### src/rtl/sseg_scan_controller_pkg.sv
// Shared constants, buffer type and small helpers for the seven-segment scan controller.
// All segment and anode encodings here are active-low.
package sseg_scan_controller_pkg;

    localparam int         NUM_DIGITS = 4;
    localparam int         IDX_W      = 2;
    localparam logic [7:0] SSEG_OFF   = 8'hFF;
    localparam logic [3:0] AN_OFF     = 4'b1111;
    localparam logic [6:0] SEG_BLANK  = 7'b1111111;

    typedef logic [IDX_W-1:0] digit_idx_t;

    // One display image: what a whole frame shows.
    typedef struct packed {
        logic [15:0] value;
        logic [3:0]  dp_mask;
        logic        lzb;
    } disp_buf_t;

    localparam disp_buf_t BUF_CLEAR = '0;

    // Digit k (k >= 1) is blanked when leading-zero blanking is on and it,
    // together with every more significant digit, is zero.
    function automatic logic digit_blanked(input disp_buf_t buf_in, input digit_idx_t idx);
        logic blank;
        blank = 1'b0;
        if (buf_in.lzb && (idx != '0)) begin
            blank = 1'b1;
            for (int k = 0; k < NUM_DIGITS; k++) begin
                if ((k >= int'(idx)) && (buf_in.value[4*k +: 4] != 4'h0)) begin
                    blank = 1'b0;
                end
            end
        end
        return blank;
    endfunction

    function automatic logic [3:0] anode_for(input digit_idx_t idx);
        return ~(4'b0001 << idx);
    endfunction

endpackage

### src/rtl/sseg_scan_controller_decoder.sv
// Hex nibble to active-low seven-segment pattern {A,B,C,D,E,F,G,DP}.
// Purely combinational; the caller registers the result.
module Hex_to_7seg_Decoder
    import sseg_scan_controller_pkg::*;
(
    input  logic [3:0] nibble,
    input  logic       dp,
    output logic [7:0] sseg
);

    logic [6:0] seg7;

    always_comb begin
        seg7 = SEG_BLANK;
        case (nibble)
            4'h0: seg7 = 7'b0000001;
            4'h1: seg7 = 7'b1001111;
            4'h2: seg7 = 7'b0010010;
            4'h3: seg7 = 7'b0000110;
            4'h4: seg7 = 7'b1001100;
            4'h5: seg7 = 7'b0100100;
            4'h6: seg7 = 7'b0100000;
            4'h7: seg7 = 7'b0001111;
            4'h8: seg7 = 7'b0000000;
            4'h9: seg7 = 7'b0000100;
            4'hA: seg7 = 7'b0001000;
            4'hB: seg7 = 7'b1100000;
            4'hC: seg7 = 7'b0110001;
            4'hD: seg7 = 7'b1000010;
            4'hE: seg7 = 7'b0110000;
            4'hF: seg7 = 7'b0111000;
            default: seg7 = SEG_BLANK;
        endcase
        sseg = {seg7, ~dp};
    end

endmodule

### src/rtl/sseg_scan_controller.sv
// Four-digit common-anode scan controller with double-buffered display data
// that is only committed at frame boundaries (end of the digit-3 slot).
module sseg_scan_controller
    import sseg_scan_controller_pkg::*;
#(
    parameter int REFRESH_DIV  = 50000,
    parameter int BLANK_CYCLES = 500
) (
    input  logic        Clk,
    input  logic        Reset,
    input  logic        Enable,
    input  logic        Load,
    input  logic [15:0] Value,
    input  logic [3:0]  DPMask,
    input  logic        LZB,
    output logic        Pending,
    output logic        FrameTick,
    output logic [3:0]  An,
    output logic [7:0]  SSeg
);

    localparam int CNT_W = (REFRESH_DIV > 1) ? $clog2(REFRESH_DIV) : 1;
    localparam logic [CNT_W-1:0] CNT_LAST  = CNT_W'(REFRESH_DIV - 1);
    localparam logic [CNT_W-1:0] CNT_BLANK = CNT_W'(BLANK_CYCLES);

    logic [CNT_W-1:0] cnt;
    digit_idx_t       idx;
    disp_buf_t        active_buf;
    disp_buf_t        pending_buf;
    disp_buf_t        load_buf;

    logic             terminal;
    logic             boundary;
    logic [3:0]       nibble;
    logic             dp;
    logic [7:0]       dec_seg;
    logic             blank;
    logic [7:0]       seg_next;
    logic [3:0]       an_next;

    assign load_buf = '{value: Value, dp_mask: DPMask, lzb: LZB};
    assign terminal = (cnt == CNT_LAST);
    assign boundary = Enable && terminal && (idx == digit_idx_t'(NUM_DIGITS - 1));

    // Slot counter and digit index freeze whenever scanning is disabled.
    always_ff @(posedge Clk or posedge Reset) begin
        if (Reset) begin
            cnt <= '0;
            idx <= '0;
        end else if (Enable) begin
            if (terminal) begin
                cnt <= '0;
                idx <= idx + 1'b1;
            end else begin
                cnt <= cnt + 1'b1;
            end
        end
    end

    // A load landing on the boundary edge goes straight to the active image.
    always_ff @(posedge Clk or posedge Reset) begin
        if (Reset) begin
            active_buf  <= BUF_CLEAR;
            pending_buf <= BUF_CLEAR;
            Pending     <= 1'b0;
            FrameTick   <= 1'b0;
        end else begin
            FrameTick <= boundary;
            if (boundary) begin
                if (Load) begin
                    active_buf <= load_buf;
                end else if (Pending) begin
                    active_buf <= pending_buf;
                end
                Pending <= 1'b0;
            end else if (Load) begin
                pending_buf <= load_buf;
                Pending     <= 1'b1;
            end
        end
    end

    assign nibble = active_buf.value[{idx, 2'b00} +: 4];
    assign dp     = active_buf.dp_mask[idx];
    assign blank  = digit_blanked(active_buf, idx);

    Hex_to_7seg_Decoder u_decoder (
        .nibble (nibble),
        .dp     (dp),
        .sseg   (dec_seg)
    );

    always_comb begin
        seg_next = blank ? {SEG_BLANK, ~dp} : dec_seg;
        an_next  = (cnt < CNT_BLANK) ? AN_OFF : anode_for(idx);
    end

    // Anodes and segments share one register stage so they always switch together.
    always_ff @(posedge Clk or posedge Reset) begin
        if (Reset) begin
            An   <= AN_OFF;
            SSeg <= SSEG_OFF;
        end else if (Enable) begin
            An   <= an_next;
            SSeg <= seg_next;
        end else begin
            An   <= AN_OFF;
            SSeg <= SSEG_OFF;
        end
    end

endmodule

### config.mk
export PLATFORM = sky130hd
export DESIGN_NAME = sseg_scan_controller
export DESIGN_NICKNAME = d
export VERILOG_FILES = /design/src/rtl/sseg_scan_controller_pkg.sv /design/src/rtl/sseg_scan_controller_decoder.sv /design/src/rtl/sseg_scan_controller.sv
export SDC_FILE = /design/constraint.sdc
export NUM_CORES = 1
export LEC_CHECK = 0
export CELL_PAD_IN_SITES_DETAIL_PLACEMENT = 0
export CELL_PAD_IN_SITES_GLOBAL_PLACEMENT = 1
export CORE_MARGIN = 8
export CORE_UTILIZATION = 49
export DETAILED_ROUTE_END_ITERATION = 8
export GPL_TIMING_DRIVEN = 0
export PLACE_DENSITY_LB_ADDON = 0.05
export SLEW_MARGIN = 20
export SYNTH_ARGS = -nofsm -noshare
export SYNTH_HDL_FRONTEND = slang
export SYNTH_HIERARCHICAL = 1
export SYNTH_SLANG_ARGS = --single-unit
### constraint.sdc
create_clock -name Clk -period 6.5 [get_ports Clk]
set_clock_uncertainty 0.15 [all_clocks]
set_input_delay 1.3 -clock Clk [delete_from_list [all_inputs] [get_ports Clk]]
set_output_delay 1.3 -clock Clk [all_outputs]
set_load 0.01 [all_outputs]
==> impl_metrics.tcl, run 1 <==
set metrics [dict create \
    fillers 630 \
    ys_types 46 \
    met3_length_um 335 \
    highest_layer "met4" \
    wl_per_cell_um 16.0 \
    grt_usage 0.155 \
    critical-path-top-delay-family "simple AND/OR/NAND/NOR gates" \
    drtAntennaViolNets 0 \
    critical_path_buf_inv_count 3 \
    synth_area_um2 3760 \
    crit_arrival_ns 3.27 \
    grt_pass1_wl_um 13600 \
    coreArea_um2 7570 \
    critical_path.max_stage_delay_ns 0.48 \
    cp_data_required_time_ns 6.58 \
    clock-root-buffer "clkbuf_8" \
    vias_per_cell 5.43 \
    wl_met2_um 3430 \
    h-tree-depth 3 \
    cp_max_fo 10 \
    seq_area_um2 1870 \
    nets 402 \
    power.density_nw_per_um2 227 \
    fmax_mhz 313 \
    endpoint_kind "register" \
    path_class "in -> reg" \
    cts_inserted_buffers 9 \
    final_util 0.597 \
    route.detailed.drc 0 \
    cp_slowest_cell "clkdlybuf4s50_1" \
    dr.first_iter.drc_count 85 \
    hold_depth 1 \
    maxSlewHeadroom 0.598 \
    gp_congestion 0.807 \
    dpl_cell_area_um2 4300 \
    ys_warn_count 6 \
    cts_buffer_depth 2 \
    reg2reg_depth 7 \
    antenna_cells 0 \
    grt_pass1_vias 2732 \
    grt_max_degree 47 \
    setup_viol 0 \
    path_depth 8 \
    cts.sinks 74 \
    p_leak_nw 1.93 \
    dieWidth_um 104 \
    dp_hpwl_um 5390 \
    drtPass1Iterations 4 \
    cts_hold_buf 0 \
    rows 32 \
    startpoint_type "input port" \
    path_cells "clkdlybuf4s50_1 -> nand4_1 -> nor4_4 -> and2_1 -> buf_4 -> nor2_2 -> buf_6 -> mux2_4" \
    clk_pin_slew_ns 0.08 \
    drive_above_1_share 0.232 \
    worstMarginPinSlew_ns 0.596 \
    syn-num-nets 352 \
    synth.ff_latch_count 74 \
    finalCritPeriodShare 0.491 \
    wl_met1_um 3650 \
    die_y_um 104 \
    ys_seq_area_frac 0.496 \
    overflow 0 \
    post-route-min-period_ns 3.19 \
    multi_input_area_um2 1750 \
    async_reset_ff_frac 1.00 \
    peakVddDrop_uv 146 \
    hold_viol 0 \
    maxCapViolations 0 \
    cts_resized 0 \
    area_growth_pct 20.1 \
    postCtsSetupBuffers 0 \
    clock_latency_ns 0.35 \
    initial_core_util 0.497 \
    design_area_um2 4520 \
    vias 2565 \
    rsz0062_at_grt "no" \
    syn_avg_cell_area_um2 11.9 \
    drv_slew 0 \
    whs_ns 0.354 \
    hp-class "reg -> reg" \
    status "finished, final reports clean" \
    portBuffers 38 \
    synth_edf_count 0 \
    antenna_found_initial 0 \
    ys.flop_type "dfrtp_1" \
    cts_tree "built" \
    io-pin-count 39 \
    dieArea_um2 10700 \
    synthCells 315 \
    totalPowerFinal_w 0.00102 \
    setup_tns_ns 0 \
    routed_wirelength_um 7560 \
]
## worst paths after layout
path	start	end	slack, ns
worst min-delay path	cnt[7]	cnt[7]	0.35
min in group asynchronous	Reset	cnt[3]	1.15
worst max register to register	idx[0]	SSeg[6]	3.60
worst min register to register	cnt[7]	cnt[7]	0.35
max in group asynchronous	Reset	SSeg[0]	4.45
worst max-delay path	Enable	pending_buf[5]	3.31
## layout make-up
| class | instances | area share |
|---|---|---|
| inverter | 11 | 0.00969 |
| tap | 102 | 0.0282 |
| clock buffer | 9 | 0.0274 |
| multi-input combinational | 213 | 0.388 |
| sequential | 74 | 0.413 |
| clock inverter | 7 | 0.0208 |
| buffer | 17 | 0.0222 |
| timing repair buffer | 39 | 0.0903 |
## sequential cells by signal, summed over array words and instances, names as in the netlist
signal and flops:
cnt 16, SSeg 8, Pending 1, pending_buf 21, active_buf 21, An 4, idx 2, FrameTick 1
## through the flow
stage / setup slack (ns) / std cells
3_3_place_gp: 1.85 / 455
2_1_floorplan: 3.19 / 315
6_report: 3.31 / 472
5_1_grt: 3.15 / 472
3_5_place_dp: 2.94 / 456
4_1_cts: 3.30 / 472
## cells by family (layout without fill, tap and decap cells)
group / count (synthesis) / in the layout / share of synthesized area
buf+inv: 28 / 83 / 0.0376
flops: 74 / 74 / 0.496
simple gates: 101 / 101 / 0.144
fa+ha+maj: 12 / 12 / 0.0399
compound gates: 53 / 53 / 0.115
mux: 34 / 34 / 0.137
xor+xnor: 13 / 13 / 0.0303
## cells in the final DEF, fill, tap and decap left out, types with 4 or more instances in the layout
| cell | instances |
|---|---|
| dfrtp_1 | 62 |
| clkdlybuf4s50_1 | 38 |
| nor2_1 | 31 |
| mux2_4 | 20 |
| o22ai_1 | 16 |
| nand2_1 | 13 |
| dfstp_2 | 12 |
| ha_1 | 12 |
| clkbuf_1 | 10 |
| a2bb2oi_2 | 10 |
| inv_1 | 9 |
| clkbuf_8 | 9 |
| nand3_1 | 8 |
| or3_1 | 8 |
| xnor2_1 | 8 |
| or2_2 | 7 |
| o31ai_1 | 7 |
| mux2i_1 | 7 |
| nand4_1 | 6 |
| o21ai_0 | 6 |
| mux4_2 | 6 |
| nor3_1 | 6 |
| xor2_1 | 5 |
| buf_6 | 4 |
| a2bb2oi_1 | 4 |
| nor4_1 | 4 |
| a21oi_1 | 4 |
## synth_stat cells, types with 7 or more instances
| cell | count | area, um^2 |
|---|---|---|
| a2bb2oi_2 | 10 | 150 |
| clkbuf_1 | 10 | 37.5 |
| dfrtp_1 | 62 | 1550 |
| dfstp_2 | 12 | 315 |
| ha_1 | 12 | 150 |
| inv_1 | 10 | 37.5 |
| mux2_4 | 20 | 300 |
| mux2i_1 | 7 | 70.1 |
| nand2_1 | 13 | 48.8 |
| nand3_1 | 8 | 40.0 |
| nor2_1 | 31 | 116 |
| o22ai_1 | 16 | 100 |
| o31ai_1 | 7 | 52.6 |
| or2_2 | 7 | 43.8 |
| or3_1 | 8 | 50.1 |
| xnor2_1 | 8 | 70.1 |
## power breakdown
group	internal, W	leakage [nW]	switching (W)	total (W)
Clock	0.000215	0.105	0.000175	0.000390
Sequential	0.000492	0.919	0.0000220	0.000514
Combinational	0.0000612	0.911	0.0000578	0.000119
## metal layers
layer  track usage  vias up
li1              -     1240
met1         0.204     1254
met2         0.229       59
met3        0.0458       12
met4        0.0693        0
met5             0        -
No activity file was read; power rests on OpenSTA's default activity.
==> inputs of run 2 (changes only) <==
--- a/config.mk
+++ b/config.mk
@@ -8,7 +8,7 @@
 export CELL_PAD_IN_SITES_DETAIL_PLACEMENT = 0
 export CELL_PAD_IN_SITES_GLOBAL_PLACEMENT = 1
 export CORE_MARGIN = 8
-export CORE_UTILIZATION = 49
+export CORE_UTILIZATION = 46
 export DETAILED_ROUTE_END_ITERATION = 8
 export GPL_TIMING_DRIVEN = 0
 export PLACE_DENSITY_LB_ADDON = 0.05
==> constraint.sdc (replaced) <==
create_clock -name Clk -period 3.25 [get_ports Clk]
set_clock_uncertainty 0.15 [all_clocks]
set_input_delay 0.65 -clock Clk [delete_from_list [all_inputs] [get_ports Clk]]
set_output_delay 0.65 -clock Clk [all_outputs]
set_load 0.01 [all_outputs]
==> run 2 against run 1 <==
Effect of this change: combinational power is 100% higher; sequential share of layout area is 0.092 points higher; sequential power is 100% higher; first-iteration DRC count is 26% higher; total power is 95% higher; die area is 5.5% higher; hold slack better by 0.0030 ns.
==> impl_metrics.tcl, run 2 (synthesized netlist as in run 1, its figures left out) <==
set metrics [dict create \
    reg2reg_to "SSeg[5]" \
    reg2reg_depth 7 \
    rows 33 \
    grt_max_degree 46 \
    drtPass1Iterations 4 \
    fillers 747 \
    die_y_um 106 \
    min_from "cnt[12]" \
    design_area_um2 4510 \
    maxSlewHeadroom 0.572 \
    dieArea_um2 11300 \
    finalCritPeriodShare 0.907 \
    post-route-min-period_ns 2.95 \
    cts.sinks 74 \
    peakVddDrop_uv 260 \
    initial_core_util 0.465 \
    drv_slew 0 \
    whs_endpoint "cnt[12]" \
    preCtsSetupSlack_ns 0.300 \
    gp_congestion 0.798 \
    dr.first_iter.drc_count 107 \
    totalPowerFinal_w 0.00199 \
    grt_usage 0.145 \
    drtAntennaViolNets 0 \
    worstMarginPinSlew_ns 0.634 \
    route.detailed.drc 0 \
    hp-class "reg -> reg" \
    maxCapViolations 0 \
    wl_per_cell_um 16.3 \
    clock-root-buffer "clkbuf_8" \
    overflow 0 \
    antenna_found_initial 0 \
    clock_latency_ns 0.34 \
    startpoint_type "register" \
    final_cell_mix "dfrtp_1, clkdlybuf4s50_1, nor2_1" \
    p_leak_nw 1.92 \
    reg_top3 "active_buf x21, pending_buf x21, cnt x16" \
    dieWidth_um 106 \
    rsz0062_at_grt "no" \
    dp_hpwl_um 5560 \
    cts_inserted_buffers 9 \
    routed_wirelength_um 7730 \
    postCtsSetupBuffers 0 \
    fmax_mhz 339 \
    vias 2535 \
    nets 402 \
    cp_slowest_cell "or4b_2" \
    critical_path.max_stage_delay_ns 0.66 \
    whs_ns 0.357 \
    fin_cells 475 \
    grt_pass1_vias 2707 \
    portBuffers 38 \
    cp_max_fo 7 \
    area_growth_pct 19.8 \
    path_cells "clkbuf_1 -> inv_1 -> ha_1 -> or4b_2 -> nor4_1 -> nand2b_1 -> or2_2" \
    dpl_cell_area_um2 4300 \
    cts_hold_buf 0 \
    power.density_nw_per_um2 442 \
    hold_viol 0 \
    endpoint_kind "register" \
    path_class "reg -> reg" \
    status "finished, final reports clean" \
    setup_viol 0 \
    hold_depth 1 \
    vias_per_cell 5.34 \
    coreArea_um2 8090 \
    h-tree-depth 3 \
    cts_tree "built" \
    r2r_slack_ns 0.30 \
    cts_resized 0 \
    cts_buffer_depth 2 \
    cp_data_required_time_ns 3.39 \
    numPlacedInstances 459 \
    grt_pass1_wl_um 13300 \
    layout_setup_ws_ns 0.304 \
    drive_above_1_share 0.232 \
    crit_arrival_ns 3.08 \
    io-pin-count 39 \
    final_common_cell "dfrtp_1" \
    antenna_cells 0 \
    r2r-start "idx[0]" \
    clk_pin_slew_ns 0.08 \
]
## run 2: cell count changes in the layout (fill, tap and decap cells not counted)
cell and delta:
bufinv_16 -1, clkbuf_8 +1, clkinvlp_4 +1, clkinv_2 -1
## run 2: worst max path at each step
stage | from | endpoint | slack [ns]
3_5_place_dp | idx[0] | SSeg[5] | 0.30
4_1_cts | idx[0] | SSeg[5] | 0.28
2_1_floorplan | Reset | FrameTick | 0.59
5_1_grt | idx[0] | SSeg[5] | 0.11
3_3_place_gp | Reset | pending_buf[19] | -0.74
6_report | idx[0] | SSeg[5] | 0.30
## run 2: critical path: cells and delay by family (launching register included)
family | cells | cell delay, ns
simple gates | 4 | 1.56
buf+inv | 2 | 0.55
flops | 1 | 0.38
fa+ha+maj | 1 | 0.26
## run 2: cell type report
class,count,area [um^2],area share
repair buffers,39,408,0.0905
clock inverters,6,66.3,0.0147
plain buffers,17,100,0.0222
well taps,105,131,0.0291
inverters,11,43.8,0.00971
multi-input cells,213,1750,0.389
clock buffers,10,138,0.0305
flip-flops and latches,74,1870,0.414
## run 2: through the flow
step	util	TNS (ns)
finish	0.557	0
global route	0.557	0
CTS	0.557	0
detailed placement	0.532	0
global placement	0.528	-45.99
floorplan	-	0
## run 2: power breakdown
group          total (W)  internal (W)  switching (W)
clock           0.000723      0.000375       0.000348
combinational   0.000240      0.000123       0.000117
sequential       0.00103      0.000985      0.0000441
## run 2: layer usage
metal | wire length [um] | vias to the layer above | track usage
li1 | - | 1236 | -
met1 | 3790 | 1250 | 0.202
met2 | 3620 | 40 | 0.220
met3 | 224 | 9 | 0.0272
met4 | 92 | 0 | 0.0543
met5 | 0 | - | 0
